File: src/rtl/apb_fsm_controller.sv
// AHB-to-APB bridge sequencer: drives APB SETUP/ENABLE phases, decodes
// the peripheral select and back-pressures the AHB master via hreadyout.
module apb_fsm_controller #(
    parameter logic [31:0] BASE_ADDR = 32'h8000_0000,
    parameter logic [31:0] SLOT_SIZE = 32'h0400_0000
) (
    input  logic        hclk,
    input  logic        hresetn,
    input  logic        valid,
    input  logic        hwrite,
    input  logic        hwritereg,
    input  logic [31:0] haddr,
    input  logic [31:0] haddr1,
    input  logic [31:0] haddr2,
    input  logic [31:0] hwdata,
    input  logic [31:0] hwdata1,
    input  logic [31:0] prdata,
    output logic [31:0] paddr,
    output logic [31:0] pwdata,
    output logic        pwrite,
    output logic [2:0]  pselx,
    output logic        penable,
    output logic        hreadyout,
    output logic [31:0] hrdata
);

    typedef enum logic [2:0] {
        ST_IDLE     = 3'd0,
        ST_READ     = 3'd1,
        ST_RENABLE  = 3'd2,
        ST_WWAIT    = 3'd3,
        ST_WRITE    = 3'd4,
        ST_WRITEP   = 3'd5,
        ST_WENABLE  = 3'd6,
        ST_WENABLEP = 3'd7
    } state_t;

    // Region limits are held two bits wider so 3*SLOT_SIZE cannot wrap.
    localparam logic [33:0] LIMIT0 = {2'b00, SLOT_SIZE};
    localparam logic [33:0] LIMIT1 = LIMIT0 + LIMIT0;
    localparam logic [33:0] LIMIT2 = LIMIT1 + LIMIT0;

    state_t      r_state;
    state_t      w_nextState;
    logic [31:0] r_paddr;
    logic [31:0] r_pwdata;
    logic        r_pwrite;
    logic [2:0]  r_pselx;
    logic        r_penable;
    logic        r_hreadyout;
    logic [31:0] w_nextPaddr;
    logic [31:0] w_nextPwdata;
    logic        w_nextPwrite;
    logic [2:0]  w_nextPselx;
    logic        w_nextPenable;
    logic        w_nextHreadyout;

    // Addresses below the base wrap to a huge offset and select nothing.
    function automatic logic [2:0] decodeSelect(input logic [31:0] addr);
        logic [33:0] offset;
        offset = {2'b00, addr - BASE_ADDR};
        if (offset < LIMIT0)      return 3'b001;
        else if (offset < LIMIT1) return 3'b010;
        else if (offset < LIMIT2) return 3'b100;
        else                      return 3'b000;
    endfunction

    // Next-state decode; the pipelined write states let back-to-back writes
    // use the delayed address/data copies while the AHB side keeps moving.
    always_comb begin
        w_nextState = r_state;
        case (r_state)
            ST_IDLE, ST_RENABLE, ST_WENABLE: begin
                if (valid && !hwrite)     w_nextState = ST_READ;
                else if (valid && hwrite) w_nextState = ST_WWAIT;
                else                      w_nextState = ST_IDLE;
            end
            ST_READ:   w_nextState = ST_RENABLE;
            ST_WWAIT:  w_nextState = valid ? ST_WRITEP : ST_WRITE;
            ST_WRITE:  w_nextState = valid ? ST_WENABLEP : ST_WENABLE;
            ST_WRITEP: w_nextState = ST_WENABLEP;
            ST_WENABLEP: begin
                if (!hwritereg)  w_nextState = ST_READ;
                else if (valid)  w_nextState = ST_WRITEP;
                else             w_nextState = ST_WRITE;
            end
            default:   w_nextState = ST_IDLE;
        endcase
    end

    // Output values for the state being entered; the source of address and
    // data depends on how far the AHB pipeline has advanced past the transfer.
    always_comb begin
        w_nextPaddr     = r_paddr;
        w_nextPwdata    = r_pwdata;
        w_nextPwrite    = r_pwrite;
        w_nextPselx     = r_pselx;
        w_nextPenable   = r_penable;
        w_nextHreadyout = r_hreadyout;
        case (w_nextState)
            ST_READ: begin
                if (r_state == ST_WENABLEP) begin
                    w_nextPaddr = haddr1;
                    w_nextPselx = decodeSelect(haddr1);
                end else begin
                    w_nextPaddr = haddr;
                    w_nextPselx = decodeSelect(haddr);
                end
                w_nextPwrite    = 1'b0;
                w_nextPenable   = 1'b0;
                w_nextHreadyout = 1'b0;
            end
            ST_WRITE, ST_WRITEP: begin
                if (r_state == ST_WENABLEP) begin
                    w_nextPaddr  = haddr2;
                    w_nextPwdata = hwdata1;
                    w_nextPselx  = decodeSelect(haddr2);
                end else begin
                    w_nextPaddr  = haddr1;
                    w_nextPwdata = hwdata;
                    w_nextPselx  = decodeSelect(haddr1);
                end
                w_nextPwrite    = 1'b1;
                w_nextPenable   = 1'b0;
                w_nextHreadyout = 1'b0;
            end
            ST_RENABLE, ST_WENABLE, ST_WENABLEP: begin
                w_nextPenable   = 1'b1;
                w_nextHreadyout = 1'b1;
            end
            default: begin
                w_nextPselx     = 3'b000;
                w_nextPenable   = 1'b0;
                w_nextHreadyout = 1'b1;
            end
        endcase
    end

    // State register; reset abandons any APB transfer in flight.
    always_ff @(posedge hclk or negedge hresetn) begin
        if (!hresetn) r_state <= ST_IDLE;
        else          r_state <= w_nextState;
    end

    // Registered APB and AHB-ready outputs.
    always_ff @(posedge hclk or negedge hresetn) begin
        if (!hresetn) begin
            r_paddr     <= 32'h0;
            r_pwdata    <= 32'h0;
            r_pwrite    <= 1'b0;
            r_pselx     <= 3'b000;
            r_penable   <= 1'b0;
            r_hreadyout <= 1'b1;
        end else begin
            r_paddr     <= w_nextPaddr;
            r_pwdata    <= w_nextPwdata;
            r_pwrite    <= w_nextPwrite;
            r_pselx     <= w_nextPselx;
            r_penable   <= w_nextPenable;
            r_hreadyout <= w_nextHreadyout;
        end
    end

    assign paddr     = r_paddr;
    assign pwdata    = r_pwdata;
    assign pwrite    = r_pwrite;
    assign pselx     = r_pselx;
    assign penable   = r_penable;
    assign hreadyout = r_hreadyout;
    assign hrdata    = prdata;

endmodule

File: config.mk
export PLATFORM = sky130hd
export DESIGN_NAME = apb_fsm_controller
export DESIGN_NICKNAME = d
export VERILOG_FILES = /design/src/rtl/apb_fsm_controller.sv
export SDC_FILE = /design/constraint.sdc
export NUM_CORES = 1
export LEC_CHECK = 0
export ABC_AREA = 1
export BUFFER_PORTS_ARGS = -buffer_cell sky130_fd_sc_hd__buf_4
export CORE_AREA = 2 2 116 118
export CTS_CLUSTER_SIZE = 14
export DETAILED_ROUTE_END_ITERATION = 12
export DIE_AREA = 0 0 118 120
export PLACE_DENSITY_LB_ADDON = 0.1
export SLEW_MARGIN = 5
export SYNTH_ARGS = -nofsm -noshare
export SYNTH_HDL_FRONTEND = slang
export SYNTH_SLANG_ARGS = --single-unit
File: constraint.sdc
create_clock -name hclk -period 2.1 [get_ports hclk]
set_clock_uncertainty 0.1 [all_clocks]
set_input_delay 0.105 -clock hclk [delete_from_list [all_inputs] [get_ports hclk]]
set_output_delay 0.105 -clock hclk [all_outputs]
set_load 0.01 [all_outputs]
; ---- After elaboration in Yosys (flattened, before gate mapping)
; Cells that the tools add are included.
[op_classes]
n_lt_le_gt_ge = 9
n_reduce_logical = 9
n_addsub = 3
mux = 25
n_eq_ne = 13
[op_table]
columns = op, n
row1 = "32-bit by 28-bit < comparator with 1-bit output, second input constant", 6
row2 = "32-bit by 27-bit < comparator with 1-bit output, second input constant", 3
row3 = 32-bit 2-to-1 mux, 3
row4 = "32-bit subtractor, second input constant", 3
row5 = 32-bit case mux with 2 select lines, 1
row6 = 3-bit 2-to-1 mux, 12
row7 = "3-bit == test, second input constant", 8
row8 = 3-bit case mux with 6 select lines, 1
row9 = "3-bit by 2-bit == test with 1-bit output, second input constant", 3
row10 = 3-bit case mux with 3 select lines, 1
row11 = 3-bit OR reduction, 3
row12 = "3-bit by 1-bit == test with 1-bit output, second input constant", 2
row13 = 1-bit 2-to-1 mux, 4
row14 = 2-bit 2-to-1 mux, 2
row15 = 3-bit zero test, 1
row16 = 1-bit logical AND, 2
row17 = 1-bit case mux with 2 select lines, 1
row18 = 2-bit nonzero test, 1
row19 = 2-bit OR reduction, 1
row20 = 1-bit zero test, 1
[word_totals]
reg_bits = 73
word_cells = 66
input_bits = 197
out_inout_bits = 102

; ---- Longest topological paths before layout
; Gate-level depths: netlist of run 1.
[depth]
depth_word = 7
ltp_mapped = 11
ltp_nobuf = 10

; ---- Worst setup path after synthesis of run 1
; OpenSTA, ideal clock, no wires.
[synth_timing]
kind = register to register
from = register r_state[0]
to = register r_pwdata[10] (netlist: pwdata[10])
arrival_ps = 1399
path_stages_with_launch = 8
synth_period_minus_slack_ps = 1581
setup_ps = 82
slack_ps = 519
n_path_buf = 2
required_time_ps = 1918
cell_sequence = dfrtp_1 > nand2_1 > inv_1 > nand2_1 > buf_2 > clkbuf_1 > nand2_1 > a31oi_1
[synth_between]
elab_chain_cells = 5
word_cells_on_any_way = 14
cone_classes = 9 x eq/ne / 2 x mux / 3 x reduce/logical
[synth_lines]
columns = element, line_no
row1 = start: declaration, 43  ; state_t r_state;
row2 = start signal: assignment, 142  ; else r_state <= w_nextState;
row3 = 3-bit by 2-bit == test with 1-bit output (tied with other cells), 72  ; case (r_state)
row4 = 3-bit OR reduction, 72
row5 = 3-bit case mux with 6 select lines, 72
row6 = 3-bit == test, 100  ; case (w_nextState)
row7 = 2-bit OR reduction, 100
row8 = end signal: assignment, 156  ; r_pwdata <= w_nextPwdata;
row9 = end: declaration, 46  ; logic [31:0] r_pwdata;
; Parallel ways exist; a longest one is shown, timed or not.
; A chain may end at the register's enable or synchronous reset.

; ---- Worst setup path after layout of run 1
[layout_timing]
from = register r_state[0]
to = register r_paddr[20] (netlist: paddr[20])
[layout_between]
elab_chain_cells = 6
word_cells_on_any_way = 18
cone_classes = 10 x eq/ne / 4 x mux / 4 x reduce/logical
[layout_lines]
columns = element, line_no
row1 = 3-bit by 2-bit == test with 1-bit output (tied with other cells), 72
row2 = 3-bit OR reduction, 72
row3 = 3-bit case mux with 6 select lines, 72
row4 = 3-bit == test, 100
row5 = 2-bit OR reduction, 100
row6 = 32-bit case mux with 2 select lines / 2-bit nonzero test (equally long branches), -
row7 = end signal: assignment, 155  ; r_paddr <= w_nextPaddr;
row8 = end: declaration, 45  ; logic [31:0] r_paddr;
; Parallel ways exist; a longest one is shown, timed or not.

==> results.py, run 1 <==
metrics = {
    "power_and_ir_drop": {
        "finalPower_w": 0.00908,
        "internal_power_w": 0.00530,
        "p_seq_share_pct": 28.1,
        "swShare_pct": 41.7,
        "leakage_nw": 3.83,
        "combinationalPowerShare_pct": 54.3,
        "ir_drop_v": 0.000607,
        "p_clk_share_pct": 17.6,
        "power.density_nw_per_um2": 1240,
        "power.switching_w": 0.00379,
    },
    "placed_design": {
        "placed_cells": 1024,
        "io_buffers": 234,
        "dpl.hpwl_mm": 11.1,
        "pre_cts_ws_ps": 233,
        "gp_congestion": 0.872,
    },
    "timing": {
        "timing.fmax_mhz": 537,
        "setup_violations": 0,
        "slew_violations": 0,
        "fin_ws_ps": 239,
        "tightest_slew_ps": 687,
        "hold_violations": 0,
        "tns_ps": 0,
        "finalCritPeriodShare_pct": 88.6,
        "slew-limit-headroom_pct": 54.2,
        "rsz0062_at_grt": "false",
        "whs_ps": 20.0,
        "period_minus_slack_ps": 1860,
    },
    "critical_path": {
        "path_cells": "nand2_1, inv_1, nand2_4, buf_4, nand2_1, o211ai_1, nand2_1, nand2_1, nand2_1",
        "cpLargestDelayFamily": "simple AND/OR/NAND/NOR gates",
        "slowest_delay_ps": 400,
        "r2r-end": "paddr[20]$_DFFE_PN0P_",
        "arrival_ps": 1980,
        "required_ps": 2220,
        "slowest_stage": "dfrtp_1",
        "reg2reg_slack_ps": 240,
        "cp-end-kind": "flip-flop",
        "worst-r2r-cell-count": 9,
        "critPathBufInv": 2,
        "crit_top_cell": "nand2_1",
        "critPathLaunchType": "flip-flop",
        "path_depth": 9,
        "startpoint": "r_state[0]$_DFF_PN0_",
        "r2r-start": "r_state[0]$_DFF_PN0_",
        "crit_fanout": 28,
        "critical_path_class": "flip-flop to flip-flop",
        "endpoint": "paddr[20]$_DFFE_PN0P_",
    },
    "route": {
        "ant_nets": 0,
        "drtIter0Drc": 297,
        "wirelength_mm": 16.3,
        "via_count": 5296,
        "wire_per_inst_um": 14.8,
        "first_pass_iters": 5,
        "vias_per_cell": 4.79,
        "drc": 0,
    },
    "run": {
        "maxCapViolCount": 0,
    },
    "synthesis": {
        "ys_ff_latch": 73,
        "synth_cells": 676,
        "synth_cell_types": 19,
        "yosysMostFrequentCell": "nand2_1",
        "synth_top_area_share_pct": 39.5,
        "synth.avg_cell_area_um2": 6.76,
        "synth_area_leader_cell": "dfrtp_1",
        "yosys-top-cells-count": "nand2_1, dfrtp_1, nor2_1, o211ai_1",
        "synth-edff-count": 0,
        "syn-num-nets": 873,
        "syn_area_um2": 4570,
        "seq_area_frac_synth_pct": 40.0,
        "synthFlopType": "dfrtp_1",
        "synth_warnings": 0,
        "synth_area_leaders": "dfrtp_1, nand2_1, o211ai_1",
        "synth-async-reset-ratio_pct": 100,
    },
    "clock_network": {
        "clk_latency_ps": 330,
        "cts_buffers": 9,
        "clock_sinks": 73,
        "htreeDepth": 3,
        "root_buffer": "clkbuf_16",
        "cts_buffer_depth": 2,
        "clk_pin_slew_ps": 60,
        "cts_setup_buffers": 0,
        "cts_tree": "yes",
        "cts_resized": 0,
    },
    "floorplan": {
        "fp.dieW_um": 118,
        "start_util_pct": 35.2,
        "die_h_um": 120,
        "dieArea_um2": 14200,
        "core_area_um2": 13000,
        "io_pins": 299,
        "row_count": 42,
    },
    "global_route": {
        "grt_usage_pct": 23.0,
        "overflow": 0,
        "grt_max_degree": 105,
        "grt_first_pass_wirelength_mm": 26.4,
        "antenna_found_initial": 0,
        "grt_pass1_vias": 5309,
    },
    "layout": {
        "final_cells": 1105,
        "area_growth_pct": 60.0,
        "drive_above_1_share_pct": 29.2,
        "final-seq-area_um2": 1830,
        "num-fill-cells": 1190,
        "multi_input_area_um2": 2190,
        "num_antenna_cells": 0,
        "nets": 1121,
    },
    "status": {
        "status": "finished clean",
    },
    "min_path": {
        "hold_class": "primary input to flip-flop",
    },
}
## worst reg2reg max path, stage by stage, from the launching register on
cell      delay (ps)
dfrtp_1          400
nand2_1          190
inv_1            150
nand2_4          280
buf_4            270
nand2_1           70
o211ai_1          80
nand2_1          100
nand2_1           80
nand2_1           40
## registers in the layout (all words and copies together), names as in the netlist
| name | cells |
|---|---|
| pselx | 3 |
| r_state | 3 |
| paddr | 32 |
| pwdata | 32 |
| penable | 1 |
| pwrite | 1 |
| hreadyout | 1 |
## per-stage QoR
step                util [%]  area, um^2
global placement        48.8        6340
CTS                     56.3        7310
finish                  56.3        7310
global route            56.3        7310
floorplan                  -        4570
detailed placement      48.8        6340
## metal layers
layer,global-route usage [%],wire length [um]
met4,7.91,416
met3,5.85,1170
met2,41.4,8000
met5,0,0
met1,26.7,6730
## worst min path at each step
stage	start	end	slack, ps	cells after the start
6_report	hwritereg	r_state[2]$_DFF_PN0_	20	3
5_1_grt	haddr2[23]	paddr[23]$_DFFE_PN0P_	20	5
4_1_cts	haddr2[23]	paddr[23]$_DFFE_PN0P_	6	5
3_5_place_dp	hresetn	paddr[16]$_DFFE_PN0P_	90	1
3_3_place_gp	hresetn	paddr[16]$_DFFE_PN0P_	100	1
2_1_floorplan	hresetn	paddr[0]$_DFFE_PN0P_	-290	0
## final cells by class
cell class / instances / share of cell area (%)
clock inverter: 4 / 0.685
timing repair buffer: 313 / 35.6
multi-input combinational: 486 / 29.9
tap: 176 / 3.01
sequential: 73 / 25.0
inverter: 41 / 2.11
clock buffer: 12 / 3.65
## logic make-up (layout without fill, tap and decap cells)
| logic type | after synthesis | count (layout) | share of synthesized area (%) |
|---|---|---|---|
| AO/OA/AOI/OAI | 90 | 90 | 13.3 |
| buffers and inverters | 117 | 370 | 12.6 |
| flip-flops | 73 | 73 | 40.0 |
| AND/OR/NAND/NOR | 396 | 396 | 34.0 |
## power by group through the flow
stage                     registers [W]  logic, W  clock network (W)
after floorplan                 0.00278   0.00248                  0
after global placement          0.00254   0.00479                  0
after detailed placement        0.00256   0.00487                  0
after CTS                       0.00255   0.00497            0.00164
after global routing            0.00263   0.00553            0.00170
final                           0.00255   0.00493            0.00160
## placed cells by master, fill, tap and decap left out, types with 2 or more instances in the layout
| master | synthesis | final |
|---|---|---|
| nand2_1 | 301 | 300 |
| buf_4 | 32 | 241 |
| dfrtp_1 | 72 | 72 |
| dlygate4sd3_1 | 0 | 65 |
| nor2_1 | 48 | 48 |
| o211ai_1 | 43 | 43 |
| inv_1 | 40 | 40 |
| nand3_1 | 40 | 40 |
| a31oi_1 | 32 | 32 |
| o21ai_0 | 13 | 13 |
| clkbuf_16 | 0 | 9 |
| buf_12 | 0 | 7 |
| nand4_1 | 5 | 5 |
| clkbuf_8 | 0 | 3 |
| clkinvlp_4 | 0 | 2 |
## what timing repair did
action | CTS | global route
endpoints found under the hold margin | 81 | 0
hold buffers | 65 | 0
setup endpoints to repair | 0 | 0
(Power assumes the default switching activity.)
==> run 2: changes to the inputs <==
- CELL_PAD_IN_SITES_DETAIL_PLACEMENT: default -> 0
- CELL_PAD_IN_SITES_GLOBAL_PLACEMENT: default -> 2
- CORE_AREA: 2 2 116 118 -> default
- CORE_MARGIN: default -> 2
- CORE_UTILIZATION: default -> 21
- DIE_AREA: 0 0 118 120 -> default
==> run 2 against run 1 <==
- clock power barely moved
- critical path depth fell by 2
- non-clock buffer count rose by 7
- via count barely moved
- critical endpoint is now pwdata[21]$_DFFE_PN0P_
- largest cell class unchanged
- sequential power barely moved
- fmax fell by 0.41%
- combinational power rose by 1%
- count of clock-buffer cells in the layout fell by 2
- global-route usage fell by 7.4 points
- worst hold slack got worse by 3.8 ps
==> results.py, run 2 (same netlist as run 1, synthesis figures left out) <==
metrics = {
    "clock_network": {
        "cts-hold-fix-buffers": 70,
        "clk_pin_slew_ps": 60,
        "cts_buffers": 9,
        "clk_latency_ps": 330,
        "cts_buffer_depth": 2,
        "cts_resized": 0,
        "clock_sinks": 73,
        "cts_tree": "yes",
        "cts_setup_buffers": 0,
        "root_buffer": "clkbuf_16",
        "htreeDepth": 3,
    },
    "power_and_ir_drop": {
        "power.density_nw_per_um2": 1220,
        "power.switching_w": 0.00388,
        "combinationalPowerShare_pct": 54.9,
        "leakage_nw": 3.84,
        "finalPower_w": 0.00909,
        "swShare_pct": 42.7,
        "p_seq_share_pct": 27.7,
        "ir_drop_v": 0.000586,
        "internal_power_w": 0.00521,
        "p_clk_share_pct": 17.4,
    },
    "floorplan": {
        "dieArea_um2": 22900,
        "row_count": 53,
        "fp.dieW_um": 151,
        "core_area_um2": 21200,
        "start_util_pct": 21.6,
        "io_pins": 299,
        "die_h_um": 151,
    },
    "critical_path": {
        "slowest_stage": "dfrtp_1",
        "slowest_delay_ps": 400,
        "path_cells": "nand2_1, inv_1, nand2_4, buf_4, buf_4, nand2_1, a31oi_1",
        "critical_path_class": "flip-flop to flip-flop",
        "critPathLaunchType": "flip-flop",
        "r2r-start": "r_state[0]$_DFF_PN0_",
        "arrival_ps": 2020,
        "required_ps": 2250,
        "crit_fanout": 29,
        "cp-end-kind": "flip-flop",
        "startpoint": "r_state[0]$_DFF_PN0_",
    },
    "timing": {
        "period_minus_slack_ps": 1870,
        "timing.fmax_mhz": 535,
        "rsz0062_at_grt": "false",
        "fin_ws_ps": 232,
        "tns_ps": 0,
        "finalCritPeriodShare_pct": 89.0,
        "slew-limit-headroom_pct": 64.1,
        "hold_violations": 0,
        "setup_violations": 0,
        "slew_violations": 0,
        "tightest_slew_ps": 538,
    },
    "route": {
        "drtIter0Drc": 155,
        "wirelength_mm": 18.2,
        "top_layer": "met4",
        "ant_nets": 0,
        "via_count": 5301,
        "dr_wl_met2_mm": 8.50,
        "first_pass_iters": 4,
        "vias_per_cell": 4.38,
        "drc": 0,
        "wl_met3_mm": 1.79,
        "wire_per_inst_um": 15.0,
        "wl_met1_mm": 7.71,
    },
    "layout": {
        "final_cells": 1211,
        "final-seq-area_um2": 1830,
        "multi_input_area_um2": 2190,
        "final_cell_mix": "nand2_1, buf_4, dfrtp_1",
        "nets": 1128,
        "area_growth_pct": 63.1,
        "stdcell_area_um2": 7450,
        "num-fill-cells": 2240,
        "mostFrequentLayoutCell": "nand2_1",
        "num_antenna_cells": 0,
        "drive_above_1_share_pct": 29.1,
    },
    "global_route": {
        "antenna_found_initial": 0,
        "grt_max_degree": 81,
        "overflow": 0,
        "grt_first_pass_wirelength_mm": 27.9,
        "grt_pass1_vias": 5392,
        "grt_usage_pct": 15.7,
    },
    "placed_design": {
        "io_buffers": 234,
        "gp_congestion": 0.738,
        "pre_cts_ws_ps": 220,
        "placed_area_um2": 6450,
        "dpl.hpwl_mm": 12.9,
        "placed_cells": 1125,
    },
    "status": {
        "status": "finished clean",
    },
    "min_path": {
        "hold_start": "haddr2[23]",
        "hold_class": "primary input to flip-flop",
    },
    "run": {
        "maxCapViolCount": 0,
    },
}
[run 2: changes by cell type in the layout (fill, tap and decap cells not counted), sizes merged]
cell,delta
buf,+2
clkbuf,-2
clkinv,+1
dlygate4sd3,+5
inv,+1
[run 2: power groups by stage]
stage	combinational, W	sequential [W]	clock [W]
floorplan	0.00248	0.00278	0
global placement	0.00499	0.00252	0
detailed placement	0.00501	0.00254	0
CTS	0.00512	0.00253	0.00166
global route	0.00564	0.00261	0.00170
finish	0.00500	0.00252	0.00158
[run 2: path summary, 6_finish.rpt]
| kind | to | depth (start not counted) | slack, ps |
|---|---|---|---|
| min in group asynchronous | paddr[7]$_DFFE_PN0P_ | 2 | 180 |
| min reg2reg | pselx[0]$_DFFE_PN0N_ | 2 | 400 |
| min | paddr[23]$_DFFE_PN0P_ | 5 | 20 |
| max | pwdata[21]$_DFFE_PN0P_ | 7 | 230 |
| max in group asynchronous | paddr[5]$_DFFE_PN0P_ | 3 | 1070 |
| max reg2reg | pwdata[21]$_DFFE_PN0P_ | 7 | 230 |
[run 2: metrics by stage]
stage               hold slack, ps  util, %
finish                        16.3     35.2
global route                  29.2     35.2
CTS                           2.05     35.2
detailed placement            24.5     30.5
global placement              23.0     30.5
floorplan                     -291        -
[run 2: critical path, delay by kind of cell (launching register included)]
family / cells / cell delay, ps
simple gates: 3 / 530
flops: 1 / 400
compound gates: 1 / 160
buf+inv: 3 / 590
[run 2: area by class of cell]
type / instances / share of cell area (%)
clock buffer: 10 / 3.07
multi-input combinational: 486 / 29.4
inverter: 41 / 2.07
timing repair buffer: 320 / 35.4
tap: 275 / 4.62
clock inverter: 6 / 0.907
sequential: 73 / 24.5
[run 2: per-layer routing]
layer / vias to the layer above / global-route usage (%)
met4: 0 / 4.67
li1: 2652 / -
met1: 2435 / 18.9
met3: 14 / 4.79
met5: - / 0
met2: 200 / 26.9
==> run 3: changes to the inputs <==
- ABC_AREA: 1 -> default
==> run 3 against run 2 <==
- first-iteration DRC count shrank 23%
- wire length shrank 13%
- clock power grew 8%
- worst hold slack is essentially flat
- register-to-register slack gained 120 ps
- worst setup slack gained 57 ps
- critical path depth shrank 1
- die area shrank 13%
- global-route usage grew 0.097 points
- combinational power shrank 26%
- via count shrank 16%
- synthesized cell count shrank 36%
- largest cell class unchanged
- largest power group unchanged
==> results.py, run 3 <==
metrics = {
    "status": {
        "status": "finished clean",
    },
    "placed_design": {
        "gp_congestion": 0.743,
        "pre_cts_ws_ps": 292,
        "io_buffers": 234,
        "placed_area_um2": 5770,
        "dpl.hpwl_mm": 11.3,
    },
    "global_route": {
        "grt_max_degree": 44,
        "overflow": 0,
        "grt_pass1_vias": 4676,
        "grt_first_pass_wirelength_mm": 24.6,
        "antenna_found_initial": 0,
        "grt_usage_pct": 15.8,
    },
    "synthesis": {
        "synthFlopType": "dfrtp_1",
        "synth-async-reset-ratio_pct": 100,
        "yosys-top-cells-count": "nand2_1, dfrtp_1, buf_4, o21ai_0, mux2i_1",
        "synth_top_area_share_pct": 45.6,
        "synth_cell_types": 36,
        "synth_area_leader_cell": "dfrtp_1",
        "ys_ff_latch": 73,
        "syn_area_um2": 3950,
        "syn-num-nets": 629,
        "synth.avg_cell_area_um2": 9.15,
        "yosysMostFrequentCell": "nand2_1",
        "synth_cells": 432,
        "synth_warnings": 0,
        "synth-edff-count": 0,
        "synth_area_leaders": "dfrtp_1, mux2i_1, nand2_1",
        "seq_area_frac_synth_pct": 46.3,
    },
    "critical_path": {
        "critical_path_class": "primary input to flip-flop",
        "required_ps": 2260,
        "arrival_ps": 1970,
        "critPathLaunchType": "primary input",
        "crit_fanout": 3,
        "cp-end-kind": "flip-flop",
    },
    "route": {
        "via_count": 4432,
        "drtIter0Drc": 120,
        "first_pass_iters": 6,
        "wire_per_inst_um": 15.9,
        "vias_per_cell": 4.45,
        "ant_nets": 0,
        "drc": 0,
        "wirelength_mm": 15.9,
    },
    "timing": {
        "setup_violations": 0,
        "slew-limit-headroom_pct": 56.7,
        "tightest_slew_ps": 650,
        "finalCritPeriodShare_pct": 86.3,
        "whs_ps": 15.9,
        "hold_violations": 0,
        "timing.fmax_mhz": 552,
        "fin_ws_ps": 289,
        "slew_violations": 0,
        "period_minus_slack_ps": 1810,
        "rsz0062_at_grt": "false",
        "tns_ps": 0,
    },
    "layout": {
        "area_growth_pct": 87.2,
        "mostFrequentLayoutCell": "buf_4",
        "stdcell_area_um2": 7400,
        "drive_above_1_share_pct": 35.8,
        "final_cell_mix": "buf_4, dlygate4sd3_1, nand2_1",
        "num_antenna_cells": 0,
        "nets": 955,
    },
    "run": {
        "maxCapViolCount": 0,
    },
    "floorplan": {
        "dieArea_um2": 19900,
        "core_area_um2": 18600,
        "start_util_pct": 21.3,
        "row_count": 50,
        "die_h_um": 141,
        "io_pins": 299,
        "fp.dieW_um": 141,
    },
    "clock_network": {
        "cts_tree": "yes",
        "clk_latency_ps": 330,
        "cts_buffer_depth": 2,
        "clock_sinks": 73,
        "clk_pin_slew_ps": 60,
        "root_buffer": "clkbuf_16",
        "cts_buffers": 9,
        "htreeDepth": 3,
    },
    "power_and_ir_drop": {
        "leakage_nw": 3.43,
        "swShare_pct": 36.2,
        "p_seq_share_pct": 31.5,
        "power.switching_w": 0.00285,
        "combinationalPowerShare_pct": 46.8,
        "power.density_nw_per_um2": 1060,
        "p_clk_share_pct": 21.8,
        "internal_power_w": 0.00503,
        "ir_drop_v": 0.000360,
        "finalPower_w": 0.00787,
    },
    "min_path": {
        "hold_class": "primary input to flip-flop",
    },
}
[run 3: changes by cell type in the layout (fill, tap and decap cells not counted), sizes merged, moves of 19 or more]
cell	previous run	this run
o21ai	14	35
inv	42	3
o211ai	43	3
nand3	40	15
nor2	49	15
nand2	302	80
dlygate4sd3	70	130
mux2i	0	32
nor3	0	19
[run 3: final cells by class]
type	instances	area, um^2
Multi-Input combinational cell	292	1710
Fill cell	1887	11200
Tap cell	234	293
Clock buffer	11	253
Clock inverter	5	77.6
Inverter	3	11.3
Timing Repair Buffer	379	3220
Sequential cell	73	1830
[run 3: stage by stage]
stage / cells / utilization, %
2_1_floorplan: 432 / -
3_3_place_gp: 851 / 31.0
3_5_place_dp: 851 / 31.0
4_1_cts: 997 / 39.8
5_1_grt: 997 / 39.8
6_report: 997 / 39.8
[run 3: worst paths after layout]
path / slack, ps / cells past startpoint / to / startpoint
setup / recovery: 290 / 6 / pselx[2]$_DFFE_PN0N_ / haddr[30]
hold / removal: 20 / 3 / paddr[6]$_DFFE_PN0P_ / haddr[6]
setup reg to reg: 350 / 4 / paddr[2]$_DFFE_PN0P_ / r_state[1]$_DFF_PN0_
hold reg to reg: 370 / 2 / pwdata[24]$_DFFE_PN0P_ / pwdata[24]$_DFFE_PN0P_
max in group asynchronous: 1020 / 3 / hreadyout$_DFF_PN1_ / hresetn
min in group asynchronous: 200 / 2 / pwdata[1]$_DFFE_PN0P_ / hresetn
[run 3: metal layers]
metal	track usage (%)	routed length (um)	vias to the layer above
met2	27.5	8040	161
met3	3.63	997	41
met5	0	0	-
li1	-	-	2163
met1	18.3	6350	2067
met4	7.58	521	0
[run 3: power by group through the flow]
| stage | registers (W) | clock network (W) | logic, W |
|---|---|---|---|
| after CTS | 0.00248 | 0.00179 | 0.00375 |
| after global placement | 0.00248 | 0 | 0.00354 |
| after global routing | 0.00257 | 0.00184 | 0.00406 |
| final | 0.00248 | 0.00171 | 0.00368 |
| after floorplan | 0.00274 | 0 | 0.00150 |
| after detailed placement | 0.00249 | 0 | 0.00354 |
[run 3: timing repair]
action                     CTS  global route
hold endpoints to repair   102             0
hold buffers               130             0
buffers inserted             0             0
setup endpoints to repair    0             0
resized for setup            0             0
[run 3: worst max-delay path, cell delays in order]
cell and delay, ps:
dlygate4sd3_1 550, buf_4 140, or4b_1 590, nor4b_1 310, o21ai_0 140, o211ai_1 130
[run 3: cell families after synthesis]
logic type	after synthesis	share of synthesized area, %
AND/OR/NAND/NOR	165	20.2
AO/OA/AOI/OAI	95	14.9
flip-flops	73	46.3
buffers and inverters	67	10.6
multiplexers	32	8.11
